**src/rtl/mmio_load_unit.sv**
```systemverilog
// MMIO load unit: executes one uncached single-beat bus read at a time and formats the result.
// Optional bus-response timeout is enabled by defining MMIO_TIMEOUT_EN.
package mmio_load_unit_pkg;
  localparam int unsigned TAG_W = 7;
  localparam int unsigned SQN_W = 7;

  typedef logic [TAG_W-1:0] Tag;
  typedef logic [SQN_W-1:0] SqN;

  typedef enum logic [1:0] {
    AGU_NO_EXCEPTION  = 2'd0,
    AGU_ADDR_MISALIGN = 2'd1,
    AGU_ACCESS_FAULT  = 2'd2,
    AGU_PAGE_FAULT    = 2'd3
  } AGU_Exception;

  typedef struct packed {
    logic [31:0]  addr;
    logic [1:0]   size;
    logic         signExtend;
    Tag           tagDst;
    SqN           sqN;
    logic         doNotCommit;
    AGU_Exception exception;
    logic         isMMIO;
    logic         valid;
  } LD_UOp;

  typedef struct packed {
    SqN   sqN;
    logic taken;
  } BranchProv;

  // A taken branch flushes every op at or after its sqN (wrap-around compare).
  function automatic logic isFlushed(SqN opSqN, BranchProv br);
    SqN diff;
    diff = opSqN - br.sqN;
    return br.taken && !diff[SQN_W-1];
  endfunction
endpackage

module mmio_load_unit
  import mmio_load_unit_pkg::*;
#(
  parameter int unsigned TIMEOUT_CYCLES = 256
) (
  input  logic        clk,
  input  logic        rst,
  input  LD_UOp       IN_uopLd,
  input  BranchProv   IN_branch,
  output logic        OUT_stall,
  output logic        OUT_memReqValid,
  output logic [31:0] OUT_memReqAddr,
  input  logic        IN_memReqReady,
  input  logic        IN_memRespValid,
  input  logic [31:0] IN_memRespData,
  input  logic        IN_wbStall,
  output logic        OUT_resValid,
  output Tag          OUT_resTag,
  output SqN          OUT_resSqN,
  output logic [31:0] OUT_resData,
  output logic        OUT_resDoNotCommit,
  output logic        OUT_resFault
);
  typedef enum logic [1:0] {IDLE, REQ, WAIT, DONE} State;

  State        state, stateNext;
  logic        killed, killedNext;
  logic        accept, kill, timeout;
  logic [1:0]  ldLane;
  logic [1:0]  ldSize;
  logic        ldSignExt;
  SqN          ldSqN;
  logic [7:0]  respByte;
  logic [15:0] respHalf;
  logic [31:0] respFmt;

  if (TIMEOUT_CYCLES == 0) begin : gBadTimeout
    $error("TIMEOUT_CYCLES must be nonzero");
  end

  always_comb begin
    accept = IN_uopLd.valid && IN_uopLd.isMMIO &&
             (IN_uopLd.exception == AGU_NO_EXCEPTION) &&
             !isFlushed(IN_uopLd.sqN, IN_branch);
    kill   = isFlushed(ldSqN, IN_branch);
  end

`ifdef MMIO_TIMEOUT_EN
  localparam int unsigned CNT_W = $clog2(TIMEOUT_CYCLES + 1);

  logic [CNT_W-1:0] waitCnt;
  logic             resFault;

  // Counts cycles spent in WAIT; zero on every entry.
  always_ff @(posedge clk) begin
    if (rst || state != WAIT) waitCnt <= '0;
    else                      waitCnt <= waitCnt + CNT_W'(1);
  end

  assign timeout = (state == WAIT) && ((waitCnt + CNT_W'(1)) == CNT_W'(TIMEOUT_CYCLES));

  always_ff @(posedge clk) begin
    if (rst) resFault <= 1'b0;
    else if (state == WAIT && stateNext == DONE) resFault <= !IN_memRespValid;
  end

  assign OUT_resFault = resFault;
`else
  assign timeout      = 1'b0;
  assign OUT_resFault = 1'b0;
`endif

  // Next-state logic; a kill in WAIT is remembered so the response is drained silently.
  always_comb begin
    stateNext  = state;
    killedNext = killed;
    case (state)
      IDLE: begin
        killedNext = 1'b0;
        if (accept) stateNext = REQ;
      end
      REQ: begin
        if (IN_memReqReady) begin
          stateNext  = WAIT;
          killedNext = kill;
        end else if (kill) begin
          stateNext = IDLE;
        end
      end
      WAIT: begin
        if (kill) killedNext = 1'b1;
        if (IN_memRespValid || timeout) stateNext = (killed || kill) ? IDLE : DONE;
      end
      DONE: begin
        if (kill || !IN_wbStall) stateNext = IDLE;
      end
      default: stateNext = IDLE;
    endcase
  end

  always_ff @(posedge clk) begin
    if (rst) begin
      state           <= IDLE;
      killed          <= 1'b0;
      OUT_stall       <= 1'b0;
      OUT_memReqValid <= 1'b0;
      OUT_resValid    <= 1'b0;
    end else begin
      state           <= stateNext;
      killed          <= killedNext;
      OUT_stall       <= (stateNext != IDLE);
      OUT_memReqValid <= (stateNext == REQ);
      OUT_resValid    <= (stateNext == DONE);
    end
  end

  // Lane select and extension of the returned word.
  always_comb begin
    respByte = IN_memRespData[7:0];
    case (ldLane)
      2'd0:    respByte = IN_memRespData[7:0];
      2'd1:    respByte = IN_memRespData[15:8];
      2'd2:    respByte = IN_memRespData[23:16];
      default: respByte = IN_memRespData[31:24];
    endcase
    respHalf = ldLane[1] ? IN_memRespData[31:16] : IN_memRespData[15:0];
    case (ldSize)
      2'd0:    respFmt = {{24{ldSignExt & respByte[7]}}, respByte};
      2'd1:    respFmt = {{16{ldSignExt & respHalf[15]}}, respHalf};
      default: respFmt = IN_memRespData;
    endcase
  end

  always_ff @(posedge clk) begin
    if (state == IDLE && accept) begin
      OUT_memReqAddr     <= {IN_uopLd.addr[31:2], 2'b00};
      ldLane             <= IN_uopLd.addr[1:0];
      ldSize             <= IN_uopLd.size;
      ldSignExt          <= IN_uopLd.signExtend;
      ldSqN              <= IN_uopLd.sqN;
      OUT_resTag         <= IN_uopLd.tagDst;
      OUT_resDoNotCommit <= IN_uopLd.doNotCommit;
    end
    if (state == WAIT && stateNext == DONE) OUT_resData <= IN_memRespValid ? respFmt : 32'h0;
  end

  assign OUT_resSqN = ldSqN;
endmodule
```
**config.mk**
```make
export PLATFORM = sky130hd
export DESIGN_NAME = mmio_load_unit
export DESIGN_NICKNAME = d
export VERILOG_FILES = /design/src/rtl/mmio_load_unit.sv
export SDC_FILE = /design/constraint.sdc
export NUM_CORES = 1
export LEC_CHECK = 0
export CORE_MARGIN = 2
export CORE_UTILIZATION = 40
export CTS_CLUSTER_DIAMETER = 100
export DETAILED_ROUTE_END_ITERATION = 12
export DONT_BUFFER_PORTS = 1
export SYNTH_ARGS = -nofsm -noshare
export SYNTH_HDL_FRONTEND = slang
export SYNTH_SLANG_ARGS = --single-unit
```
**constraint.sdc**
```tcl
create_clock -name clk -period 11.5 [get_ports clk]
set_input_delay 1.15 -clock clk [delete_from_list [all_inputs] [get_ports clk]]
set_output_delay 1.15 -clock clk [all_outputs]
set_load 0.05 [all_outputs]
```
==> run metrics <==
area leader, netlist=edfxtp_1; routability congestion estimate=0.815; CTS H-tree depth=3; PnR worst setup slack=8360 ps; routed vias/inst=approximately 5.5; Worst R2R Start=OUT_resSqN[3]$_DFFE_PP_; CP Max Fanout=32; largest cells by area after synthesis=edfxtp_1 (63%), ha_1 (4.5%), a21oi_2 (4.2%), nand2_1 (3.3%), dfxtp_1 (3.1%); cells along the critical path=inv_1 -> ha_1 -> a21o_1 -> a21oi_1 -> o211a_1 -> a211oi_4 -> a211o_1 -> nor3_4 -> buf_4; most common cell in the netlist=edfxtp_1; hpwl dp=about 6.5 mm; dpl ws=7970 ps; register bit total from synthesis=88; Sink Count=88; initial antenna violation count=3; Worst path depth=9; Reg area=2580 um^2; global route total overflow=0; Row Count=36; maximum vdd ir drop=0.0863 mV; Port Buf Inserts=0; full die area=10600 um^2; Fmax achieved=0.319 GHz; Post-synth EDFFs=82; first-iteration detailed-routing DRC count=84; final-layout fill cell count=895; Skew-Pair Late Insertion Delay=~360 ps; CP endpoint=OUT_resData[22]$_SDFFCE_PN0P_; TritonCTS clock tree=done; area of the multi-input gates=1220 um^2; vias in the first global route=2322; Core ar.=approximately 9600 um^2; nets@finish=401; setup violators final=0; first-pass GRT wire length=12.9 mm; post_cts resized=0; Mapped Cells=288; wirelength, routed=slightly below 9 mm; asr flop ratio synth=0; CTS max path bufs=2; Rel. slew slack=0.391; DR vias=2341; Worst Setup SP=IN_branch[5]; status=finished clean; Synth warnings=0; drt pass-1 iters=4; pwr/cell area=roughly 150 nW/um^2; final hold violation count=0; min-delay worst type=reg2reg; Die Y=103 um; Post-DRT Antenna Nets=0; Syn Area/Cell=13.7 um^2; P&R area growth vs syn=8.34%; Unique masters post-synth=49; share of the synthesized area in the top cell type=0.626; CP required=11530 ps; Commonest cells post-synth=edfxtp_1 (82), nand2_1 (35), a21oi_2 (19); final worst hold slack=572 ps; R2R setup slack=8480 ps; FF-to-FF path depth=8; clk slew on worst S/H paths=100 ps; Root Driver=clkbuf_8; CP peak stage delay=about 390 ps; CTS Hold Buffers Added=0; minimum clock period=3140 ps; Pleak=0.00146 uW; Setup Skew=11.1 ps; Ports=182; final slew viol count=0; RSZ-0062 raised after global routing=false; Critical Path AT=3170 ps; CP bufs+invs=2; cell family with most CP delay=compound AO/OA/AOI/OAI gates; Main synth FF type=edfxtp_1; DR WL/cell=approximately 20 um; DRC viols=0; Slew @ Worst Pin=914 ps; Die X=between 100 and 150 um; type of origin of the critical path=input pin; total CTS buffers=9; largest net degree at the start of global routing=slightly above 50; sequential fraction of the synthesis area=0.657; layout cells sized above 1=0.188; crit path kind=in2reg; Crit. End Element=register; critical path's slowest cell=buf_4; GRT Util Overall=0.165; initial core utilization=0.408; Tcrit/Tclk final=0.273; Mapped Area=3930 um^2; Max-Cap Viols=0; Post-CTS Setup Bufs=0; setup TNS=0 ps; worst reg2reg path endpoint=OUT_resData[22]$_SDFFCE_PN0P_
-- routing by layer --
| metal | global-route usage | routed length [um] |
|---|---|---|
| met5 | 0 | 11 |
| met4 | 0.0617 | 130 |
| met3 | 0.0881 | 1050 |
| met2 | 0.271 | 4270 |
| met1 | 0.182 | 3220 |
-- how the worst min path moves through the flow --
stage	start	to	slack, ps	depth (start not counted)
after floorplan	killed$_SDFFE_PP0P_	killed$_SDFFE_PP0P_	520	3
after global placement	killed$_SDFFE_PP0P_	killed$_SDFFE_PP0P_	540	3
after detailed placement	killed$_SDFFE_PP0P_	killed$_SDFFE_PP0P_	550	3
after CTS	killed$_SDFFE_PP0P_	killed$_SDFFE_PP0P_	580	3
after global routing	killed$_SDFFE_PP0P_	killed$_SDFFE_PP0P_	620	3
final	killed$_SDFFE_PP0P_	killed$_SDFFE_PP0P_	570	3
-- flip-flops by register name (all words and copies together), names as in the netlist --
signal / count
OUT_memReqAddr: 30
OUT_memReqValid: 1
OUT_resData: 32
OUT_resDoNotCommit: 1
OUT_resSqN: 7
OUT_resTag: 7
OUT_resValid: 1
OUT_stall: 1
killed: 1
ldLane: 2
ldSignExt: 1
ldSize: 2
state: 2
-- power breakdown --
| part | internal, uW | switching [uW] |
|---|---|---|
| logic | 18.6 | 30.6 |
| clock network | 105 | 119 |
| registers | 356 | 19.1 |
| total | 480 | 169 |
-- cells by family (layout without fill, tap and decap cells) --
family	Yosys count	count (layout)	synth area share
other	1	5	0.000954
AOI/OAI and AO/OA	76	76	0.154
muxes	3	3	0.0108
buffers and inverters	31	34	0.0388
adders and majority gates	14	14	0.0446
xor gates and xnor gates	3	3	0.00860
DFF	88	88	0.657
and+or+nand+nor	72	72	0.0856
-- worst register-to-register path: stages (launching register included) --
cell,delay [ps]
edfxtp_1,630
ha_1,390
a211o_1,320
a21oi_2,130
o21ai_2,90
xnor2_2,170
a211o_1,360
nor3_4,200
buf_4,390
-- area by class of cell --
type,count,area share
well taps,133,0.0391
flip-flops and latches,88,0.606
diodes,2,0.00118
repair buffers,2,0.00353
clock buffers,9,0.0291
multi-input cells,171,0.286
inverters,16,0.0141
clock inverters,7,0.0209
-- cells in the final DEF (no fill, tap or decap), types with 2 or more instances in the layout --
cell	Yosys	final
nand4_1	3	3
inv_6	0	3
and3_1	2	2
buf_4	3	2
nor2b_1	3	3
edfxtp_1	82	82
nand2_1	35	35
nor3_1	8	8
a211o_1	2	2
dfxtp_1	6	6
a21o_1	3	3
mux2i_1	2	2
o221a_2	8	8
a22oi_1	8	8
a21oi_1	13	13
diode_2	0	2
inv_1	15	15
a21oi_2	19	19
ha_1	14	14
xnor2_1	2	2
nor2_1	9	9
o21ai_0	2	2
nand2b_1	5	5
clkbuf_8	0	9
conb_1	1	3
a31oi_1	8	8
-- through the flow --
stage	cells	power [uW]	util	cell area, um^2
after floorplan	290	423	-	3940
after global placement	410	430	0.419	4040
after detailed placement	410	432	0.419	4040
after CTS	426	654	0.441	4250
after global routing	426	674	0.441	4250
final	428	649	0.442	4260
(Power assumes the default switching activity.)
